===== src/rtl/uart_pkg.sv =====
// uart_pkg: types and helpers shared by the UART register block, the TX
// serializer and the top level.
//   lcr_t / fcr_t / lsr_t : 16550 register layouts (MSB first)
//   csr_t                 : register-block configuration bundle
//   div_t                 : baud divisor
//   tx_state_t            : transmit FSM states
//   tx_cfg_t              : per-frame line configuration latched at pop time
//   parity_bit()          : parity over the active word-length bits
package uart_pkg;

    typedef struct packed {
        logic       dlab;
        logic       set_break;
        logic       stick_parity;
        logic       eps;
        logic       pen;
        logic       stb;
        logic [1:0] wls;
    } lcr_t;

    typedef struct packed {
        logic [1:0] rx_trig;
        logic [1:0] rsvd;
        logic       dma_mode;
        logic       tx_rst;
        logic       rx_rst;
        logic       fifo_en;
    } fcr_t;

    typedef struct packed {
        logic rx_fifo_err;
        logic temt;
        logic thre;
        logic bi;
        logic fe;
        logic pe;
        logic oe;
        logic dr;
    } lsr_t;

    typedef logic [15:0] div_t;

    typedef struct packed {
        lcr_t       lcr;
        fcr_t       fcr;
        logic [7:0] ier;
        logic [7:0] mcr;
        div_t       div;
    } csr_t;

    typedef enum logic [2:0] {
        IDLE   = 3'd0,
        START  = 3'd1,
        DATA   = 3'd2,
        PARITY = 3'd3,
        STOP   = 3'd4
    } tx_state_t;

    typedef struct packed {
        logic [1:0] wls;
        logic       stb;
        logic       pen;
        logic       eps;
        logic       stick_parity;
    } tx_cfg_t;

    // Only the 5+wls low bits take part; upper bits of the byte are masked off.
    function automatic logic parity_bit(input logic [7:0] data,
                                        input logic [1:0] wls,
                                        input logic       eps,
                                        input logic       stick);
        logic [7:0] mask;
        mask = 8'hFF >> (2'd3 - wls);
        if (stick)
            return ~eps;
        else if (eps)
            return ^(data & mask);
        else
            return ~^(data & mask);
    endfunction

endpackage


===== src/rtl/uart_tx_serializer.sv =====
// uart_tx_serializer: UART transmit shifter. Pops bytes from the TX FIFO and
// sends start, 5-8 data bits LSB first, optional parity and 1/1.5/2 stop bits,
// timed by the 16x baud pulse.
// Ports:
//   clk, rst          system clock, async active-high reset
//   baud_pulse_i      1-cycle oversample tick
//   lcr_i             line control (frame format + set_break)
//   tx_fifo_empty_i   TX FIFO empty flag
//   tx_fifo_dout_i    TX FIFO head (first-word-fall-through)
//   tx_pop_o          1-cycle pop strobe, issued on the baud pulse that loads a byte
//   tx_o              registered serial output, idle high
//   sreg_empty_o      1 while no frame is held or being sent
module uart_tx_serializer
    import uart_pkg::*;
#(
    parameter int unsigned OVERSAMPLE = 16
) (
    input  logic       clk,
    input  logic       rst,
    input  logic       baud_pulse_i,
    input  lcr_t       lcr_i,
    input  logic       tx_fifo_empty_i,
    input  logic [7:0] tx_fifo_dout_i,
    output logic       tx_pop_o,
    output logic       tx_o,
    output logic       sreg_empty_o
);

    // Tick counter is wide enough to time a whole 2-stop period in one go,
    // so 1.5/2 stop bits need no extra sub-state.
    localparam int unsigned TW = $clog2(2 * OVERSAMPLE);
    typedef logic [TW-1:0] tick_t;

    localparam tick_t BIT_LAST    = tick_t'(OVERSAMPLE - 1);
    localparam tick_t STOP15_LAST = tick_t'(OVERSAMPLE * 3 / 2 - 1);
    localparam tick_t STOP2_LAST  = tick_t'(2 * OVERSAMPLE - 1);

    tx_state_t  state_q, state_d;
    tick_t      tick_q, tick_d;
    logic [2:0] bit_q, bit_d;
    logic [7:0] shift_q, shift_d;
    tx_cfg_t    cfg_q, cfg_d;
    logic       par_q, par_d;
    logic       tx_q, tx_d;
    logic       sreg_empty_q, sreg_empty_d;

    tick_t      tick_last;
    logic       bit_end;
    logic       load;
    logic       line_bit;
    logic [2:0] last_data_bit;
    logic       lcr_unused;

    assign lcr_unused    = lcr_i.dlab;
    assign last_data_bit = 3'd4 + {1'b0, cfg_q.wls};

    always_comb begin
        tick_last = BIT_LAST;
        if (state_q == STOP && cfg_q.stb)
            tick_last = (cfg_q.wls == 2'b00) ? STOP15_LAST : STOP2_LAST;
    end

    assign bit_end = baud_pulse_i && (tick_q == tick_last);

    always_comb begin
        state_d  = state_q;
        tick_d   = tick_q;
        bit_d    = bit_q;
        shift_d  = shift_q;
        cfg_d    = cfg_q;
        par_d    = par_q;
        load     = 1'b0;
        tx_pop_o = 1'b0;

        if (state_q != IDLE && baud_pulse_i)
            tick_d = bit_end ? '0 : tick_q + 1'b1;

        case (state_q)
            IDLE: begin
                if (baud_pulse_i && !tx_fifo_empty_i)
                    load = 1'b1;
            end
            START: begin
                if (bit_end) begin
                    state_d = DATA;
                    bit_d   = '0;
                end
            end
            DATA: begin
                if (bit_end) begin
                    if (bit_q == last_data_bit) begin
                        state_d = cfg_q.pen ? PARITY : STOP;
                    end else begin
                        shift_d = shift_q >> 1;
                        bit_d   = bit_q + 3'd1;
                    end
                end
            end
            PARITY: begin
                if (bit_end)
                    state_d = STOP;
            end
            STOP: begin
                // bit_end implies baud_pulse_i, so a non-empty FIFO here is a
                // valid pop condition: chain straight into the next start bit.
                if (bit_end) begin
                    if (!tx_fifo_empty_i)
                        load = 1'b1;
                    else
                        state_d = IDLE;
                end
            end
            default: state_d = IDLE;
        endcase

        if (load) begin
            tx_pop_o           = 1'b1;
            state_d            = START;
            tick_d             = '0;
            bit_d              = '0;
            shift_d            = tx_fifo_dout_i;
            cfg_d.wls          = lcr_i.wls;
            cfg_d.stb          = lcr_i.stb;
            cfg_d.pen          = lcr_i.pen;
            cfg_d.eps          = lcr_i.eps;
            cfg_d.stick_parity = lcr_i.stick_parity;
            par_d              = parity_bit(tx_fifo_dout_i, lcr_i.wls,
                                            lcr_i.eps, lcr_i.stick_parity);
        end
    end

    // Line level follows the next state so tx_o changes on the edge that ends a bit.
    always_comb begin
        case (state_d)
            START:   line_bit = 1'b0;
            DATA:    line_bit = shift_d[0];
            PARITY:  line_bit = par_d;
            default: line_bit = 1'b1;
        endcase
        tx_d         = line_bit & ~lcr_i.set_break;
        sreg_empty_d = (state_d == IDLE);
    end

    always_ff @(posedge clk or posedge rst) begin
        if (rst) begin
            state_q      <= IDLE;
            tick_q       <= '0;
            bit_q        <= '0;
            shift_q      <= '0;
            cfg_q        <= '0;
            par_q        <= 1'b0;
            tx_q         <= 1'b1;
            sreg_empty_q <= 1'b1;
        end else begin
            state_q      <= state_d;
            tick_q       <= tick_d;
            bit_q        <= bit_d;
            shift_q      <= shift_d;
            cfg_q        <= cfg_d;
            par_q        <= par_d;
            tx_q         <= tx_d;
            sreg_empty_q <= sreg_empty_d;
        end
    end

    assign tx_o         = tx_q;
    assign sreg_empty_o = sreg_empty_q;

endmodule


===== config.mk =====
export PLATFORM = sky130hd
export DESIGN_NAME = uart_tx_serializer
export DESIGN_NICKNAME = d
export VERILOG_FILES = /design/src/rtl/uart_pkg.sv /design/src/rtl/uart_tx_serializer.sv
export SDC_FILE = /design/constraint.sdc
export NUM_CORES = 1
export LEC_CHECK = 0
export ABC_AREA = 1
export BUFFER_PORTS_ARGS = -buffer_cell sky130_fd_sc_hd__buf_2
export CAP_MARGIN = 20
export CORE_MARGIN = 1
export CORE_UTILIZATION = 40
export DETAILED_ROUTE_END_ITERATION = 10
export GPL_ROUTABILITY_DRIVEN = 1
export GPL_TIMING_DRIVEN = 0
export PLACE_DENSITY_LB_ADDON = 0.2
export REMOVE_ABC_BUFFERS = 1
export SLEW_MARGIN = 0
export SYNTH_ARGS = -nofsm -noshare
export SYNTH_HDL_FRONTEND = slang
export SYNTH_SLANG_ARGS = --single-unit

===== constraint.sdc =====
create_clock -name clk -period 1.95 [get_ports clk]
set_input_delay 0.2925 -clock clk [delete_from_list [all_inputs] [get_ports clk]]
set_output_delay 0.2925 -clock clk [all_outputs]
set_load 0.01 [all_outputs]

==> reports/qor.yml, run 1 <==
grt:
  use_met3_pct: 2.68
  grt_usage_pct: 18.2
  grt_max_degree: 27
  antenna_found_initial: 0
  grt_overflow: 0
  grt_pass1_wl_mm: 5.91
  use_met1_pct: 23.9
  grt_use_met2_pct: 30.3
  grt_pass1_vias: 1361
  grt-busiest-layer: "met2"
timing:
  max_slew_margin_pct: 76.0
  drv_slew: 0
  hold_violations: 0
  timing.final.crit_period_ns: 1.95
  worst_slew_pin_slew_ns: 0.360
  setup_viol: 1
  rsz0062_at_grt: "yes"
  finalCritPeriodShare_pct: 100
  skew_ns: 0.00908
  setup_slack_ns: -0.00180
  max_freq_ghz: 0.512
logic_synthesis:
  synth_edf_count: 0
  syn_area_um2: 1550
  ys_seq_area_share_pct: 42.0
  ys_ff_latch: 26
  syn_avg_cell_area_um2: 7.62
  synth-async-reset-ratio_pct: 100
  yosys_most_used_dff: "dfrtp_1"
  ys_types: 29
  syn_inst: 204
  yosys_warnings: 0
cells_and_area:
  nets: 266
  fillerInstances: 356
  diodes: 0
  drive_above_1_share_pct: 28.4
  area_delta_synth_final_pct: 28.3
route:
  num_vias: 1435
  wl_per_cell_um: 11.6
  drtIter0Drc: 78
  firstDrtPassIters: 4
  vias_per_cell: 4.93
  final_antenna_net_count: 0
  route.detailed.drc: 0
  wl_mm: 3.36
die:
  rows: 22
  num_io_pins: 23
  die_y_um: 64.3
  core_area_um2: 3690
  die-area_um2: 4140
  die_w_um: 64.3
  start_util_pct: 42.1
worst_setup_path:
  ff2ff_path_depth: 14
  cp.required_ns: 1.66
  end_kind: "primary output"
  worst-path-max-fanout: 4
  crit_arrival_ns: 1.66
  worstSetupStartpointType: "register"
  setup.worst_path.class: "register to primary output"
place:
  port_buffers: 21
  dpl_worst_slack_ns: -0.116
  gp_congestion: 0.761
  hpwl_mm: 2.19
flow_run:
  drv_cap: 0
cts:
  cts_htree_levels: 1
  cts.sinks: 26
  clkSlewWorstSetupHoldPaths_ns: 0.09
  cts_tree: "yes"
  cts_made_buffers: 3
  cts_max_path_buffers: 2
  cts-root-buf: "clkbuf_8"
  clk_latency_ns: 0.28
power:
  p_seq_share_pct: 42.6
  powerDensity_nw_per_um2: 1020
  swShare_pct: 37.3
  p_leak_nw: 1.04
  pwr-share-clk_pct: 15.6
  peakVddDrop_v: 0.000340
  comb_power_share_pct: 41.8
  switchingPower_mw: 0.762
  total_power_mw: 2.04
  p_int_mw: 1.28
hold_path:
  hold_depth: 4
  min_path_type: "input pin to register"
status:
  outcome: "complete, but fails checks"
  violations: "setup timing"
[metal layers]
metal | wire [um] | part of all wire (%) | vias up
li1 | - | - | 735
met1 | 1590 | 47 | 663
met2 | 1630 | 48 | 31
met3 | 99 | 2.9 | 6
met4 | 39 | 1.2 | 0
met5 | 0 | 0 | -
[flip-flops by register name, indices dropped and copies added, names as in the netlist]
register	flops
shift_q	8
tick_q	5
cfg_q	4
bit_q	3
state_q	3
par_q	1
sreg_empty_o	1
tx_o	1
[power by group through the flow]
stage | clock network, mW | logic [mW] | registers, mW
2_1_floorplan | 0 | 0.513 | 0.871
3_3_place_gp | 0 | 0.650 | 0.882
3_5_place_dp | 0 | 0.658 | 0.886
4_1_cts | 0.323 | 0.728 | 0.868
5_1_grt | 0.349 | 0.983 | 0.907
6_report | 0.318 | 0.854 | 0.870
[final timing paths]
check | start | end | slack [ns]
max | state_q[1] | tx_pop_o | -0.002
min | lcr_i[6] | tx_o | 0.18
max reg2reg | state_q[1] | tx_o | 0.09
min reg2reg | cfg_q[2] | cfg_q[2] | 0.49
max in group asynchronous | rst | tx_o | 0.94
min in group asynchronous | rst | tick_q[4] | 0.52
[placed cells by master (no fill, tap or decap), types with 3 or more instances in the layout]
cell type   n
nor2_1      9
nand2_2     6
inv_1      31
o21ai_1     4
nand2_1    49
inv_2       3
nor2_2      4
clkbuf_8    3
o221ai_1    4
xor2_1      6
o21ai_0     6
a21oi_1     3
dfrtp_1    23
nand3_1    21
nand4_1     5
buf_4      12
o22ai_1     3
buf_2      20
nand2_4     4
[synth_stat cells (all sizes together), types with 3 or more instances]
master	number	area share (%)
nor2	16	5.4
a21oi	4	1.3
o22ai	3	1.2
nand2	59	15
o21ai	11	3.8
xor2	6	3.4
dfrtp	24	39
buf	3	1.4
nand3	23	7.7
inv	34	8.2
nand4	5	2.0
o221ai	4	2.3
[repair_timing]
action | in CTS | in global routing
pin swaps | 4 | 7
endpoints found under the setup margin | 6 | 21
hold buffers | 0 | 1
endpoints found under the hold margin | 0 | 6
setup buffers | 6 | 9
gates resized for setup | 5 | 15
[cells by family (layout without fill, tap and decap cells)]
group	Yosys count	after routing	synth area share, %
and+or+nand+nor	105	105	31.5
buffers and inverters	37	76	9.58
DFF	26	26	42.0
AOI/OAI and AO/OA	25	25	10.1
xor gates and xnor gates	8	8	4.51
adders and majority gates	2	2	1.61
muxes	1	1	0.644
[area by class of cell]
cell class | instances | area, um^2 | area share, %
multi-input cells | 141 | 816 | 40.9
well taps | 48 | 60.1 | 3.01
clock buffers | 4 | 45.0 | 2.26
flip-flops and latches | 26 | 654 | 32.8
repair buffers | 38 | 290 | 14.6
inverters | 34 | 128 | 6.40
[per-stage QoR]
| step | util [%] | TNS [ns] | hold slack [ns] | std cells | instance area [um^2] |
|---|---|---|---|---|---|
| after floorplan | - | 0 | 0.331 | 201 | 1530 |
| after global placement | 46.0 | -0.269 | 0.457 | 270 | 1700 |
| after detailed placement | 46.0 | -0.273 | 0.467 | 270 | 1700 |
| after CTS | 49.0 | 0 | 0.187 | 280 | 1810 |
| after global routing | 54.0 | -0.197 | 0.202 | 291 | 1990 |
| final | 54.0 | -0.00180 | 0.184 | 291 | 1990 |
[worst max-delay path, stage by stage, from the launching register on]
cell     delay (ns)
dfrtp_2        0.45
nor2_4         0.17
nand3_2        0.10
nor2_2         0.14
nand2_2        0.07
nand2_4        0.10
nand4_1        0.13
nand2_4        0.12
buf_6          0.10
(Power assumes the default switching activity.)
==> run 2: changes to the inputs <==
- RECOVER_POWER: unset -> 25
- SKIP_CTS_REPAIR_TIMING: unset -> 1
- SLEW_MARGIN: 0 -> 40
==> run 2 against run 1 <==
The flow still finishes with violations (setup timing). Hold slack improved by 0.0067 ns. Clock power is 2% lower. Fmax fell by 0.25%. Critical path type unchanged. Highest routed layer unchanged.
==> reports/qor.yml, run 2 (synthesis gave the netlist of run 1 again) <==
status:
  outcome: "complete, but fails checks"
  violations: "setup timing"
timing:
  timing.final.crit_period_ns: 1.96  # +0.00488 ns
  max_freq_ghz: 0.511  # -0.25%
  drv_slew: 0  # unchanged
  skew_ns: 0.00583  # -0.00325 ns
  max_slew_margin_pct: 35.0  # -41 points
  setup_viol: 1  # unchanged
  holdWs_ns: 0.191  # +0.00667 ns
  finalCritPeriodShare_pct: 100  # +0.25 points
  hold_violations: 0  # unchanged
  rsz0062_at_grt: "yes"
  worst_slew_pin_slew_ns: 0.974  # +0.614 ns
  setup_slack_ns: -0.00668  # -0.00488 ns
route:
  drtIter0Drc: 70  # -10%
  wl_mm: 3.15  # -6.2%
  num_vias: 1385  # -3.5%
  route.detailed.drc: 0  # unchanged
  wl_per_cell_um: 11.0  # -4.5%
  final_antenna_net_count: 0  # unchanged
  vias_per_cell: 4.84  # -1.8%
  firstDrtPassIters: 4  # unchanged
cts:
  cts_made_buffers: 3  # unchanged
  clk_latency_ns: 0.27  # about the same
  cts_htree_levels: 1  # unchanged
  cts_max_path_buffers: 2  # unchanged
  cts.sinks: 26  # unchanged
  cts_tree: "yes"
  cts-root-buf: "clkbuf_8"
  clkSlewWorstSetupHoldPaths_ns: 0.09  # about the same
worst_setup_path:
  r2r-start: "state_q[0]"
  cp_common_cell: "nand2_4"
  critPathBufInv: 1  # unchanged
  cp.required_ns: 1.66  # about the same
  crit_chain: "nor2_4 > nand3_2 > nor2_1 > nand2_1 > nand2_4 > nand4_1 > nand2_4 > buf_6"
  crit_arrival_ns: 1.66  # about the same
  worstSetupStartpointType: "register"
  cpPeakStageDelay_ns: 0.43  # -0.02 ns
  crit_cells: 8  # unchanged
  rr_endpoint: "tx_o"
  slowest_stage: "dfrtp_1"
  ff2ff_path_depth: 14  # unchanged
  critPathTopFamily: "simple AND/OR/NAND/NOR gates"
  worst-path-max-fanout: 7  # +3
  setup.worst_path.class: "register to primary output"
  r2r_slack_ns: 0.09  # about the same
  end_kind: "primary output"
die:
  num_io_pins: 23  # unchanged
  rows: 22  # unchanged
  die_y_um: 64.3  # unchanged
  die_w_um: 64.3  # unchanged
  core_area_um2: 3690  # unchanged
  die-area_um2: 4140  # unchanged
  start_util_pct: 42.1  # unchanged
cells_and_area:
  diodes: 0  # unchanged
  regMostFlops: "shift_q"
  fillerInstances: 388  # +9.0%
  finish.instance_area_um2: 1900  # -4.6%
  nets: 261  # -1.9%
  layout_common_cells: "nand2_1 (50), inv_1 (31), dfrtp_1 (23)"
  top_regs: "shift_q x8, tick_q x5, cfg_q x4"
  area_delta_synth_final_pct: 22.3
  final_common_cell: "nand2_1"
  largest_reg_flops: 8  # unchanged
  drive_above_1_share_pct: 25.6  # -2.8 points
place:
  dpl_cell_area_um2: 1700  # unchanged
  dpl_worst_slack_ns: -0.116  # unchanged
  port_buffers: 21  # unchanged
  gp_congestion: 0.761  # unchanged
  hpwl_mm: 2.19  # about the same
grt:
  grt_pass1_vias: 1270  # -6.7%
  grt_max_degree: 27  # unchanged
  grt_pass1_wl_mm: 5.50  # -6.9%
  antenna_found_initial: 0  # unchanged
  grt_usage_pct: 16.9  # -1.2 points
  grt_overflow: 0  # unchanged
hold_path:
  min_to: "tx_o"
  hold_depth: 4  # unchanged
  min_from: "lcr_i[6]"
  min_path_type: "input pin to register"
power:
  p_leak_nw: 0.995  # -4.0%
  total_power_mw: 2.00  # -2.0%
  peakVddDrop_v: 0.000330  # -2.9%
  powerDensity_nw_per_um2: 1050  # +2.8%
flow_run:
  drv_cap: 0  # unchanged
run 2: power by group:
| part | internal (mW) | switching, mW | leakage, nW |
|---|---|---|---|
| Sequential | 0.754 | 0.113 | 0.320 |
| Clock | 0.146 | 0.166 | 0.0228 |
| Combinational | 0.367 | 0.455 | 0.652 |
run 2: per-layer routing:
layer  track usage, %  vias to the layer above  part of all wire [%]
li1                 -                      724                     -
met1             22.2                      633                    48
met2             28.6                       24                    48
met3             2.14                        4                   2.8
met4             5.83                        0                   1.4
met5                0                        -                     0
run 2: worst max path at each step:
| stage | to | slack (ns) | startpoint |
|---|---|---|---|
| global route | tx_pop_o | -0.13 | state_q[0] |
| detailed placement | bit_q[1] | -0.12 | tick_q[0] |
| floorplan | bit_q[1] | 0.19 | tick_q[0] |
| CTS | tx_pop_o | -0.26 | tick_q[0] |
| global placement | bit_q[1] | -0.11 | tick_q[0] |
| finish | tx_pop_o | -0.007 | state_q[0] |
run 2: cell type report:
cell class,count,area [um^2],share of cell area [%]
clock buffers,4,45.0,2.37
multi-input cells,141,800,42.1
flip-flops and latches,26,654,34.4
repair buffers,33,214,11.3
well taps,48,60.1,3.16
inverters,34,128,6.71
run 2: worst register-to-register path: cells and delay by family (launching register included):
family	cells	cell delay (ns)
buffers and inverters	2	0.20
flip-flops	1	0.43
AND/OR/NAND/NOR	12	1.19
run 2: per-stage QoR:
stage	utilization, %	instances	TNS, ns
6_report	51.5	286	-0.00668
3_3_place_gp	46.0	270	-0.269
5_1_grt	51.5	286	-0.239
4_1_cts	47.3	274	-0.590
3_5_place_dp	46.0	270	-0.273
2_1_floorplan	-	201	0
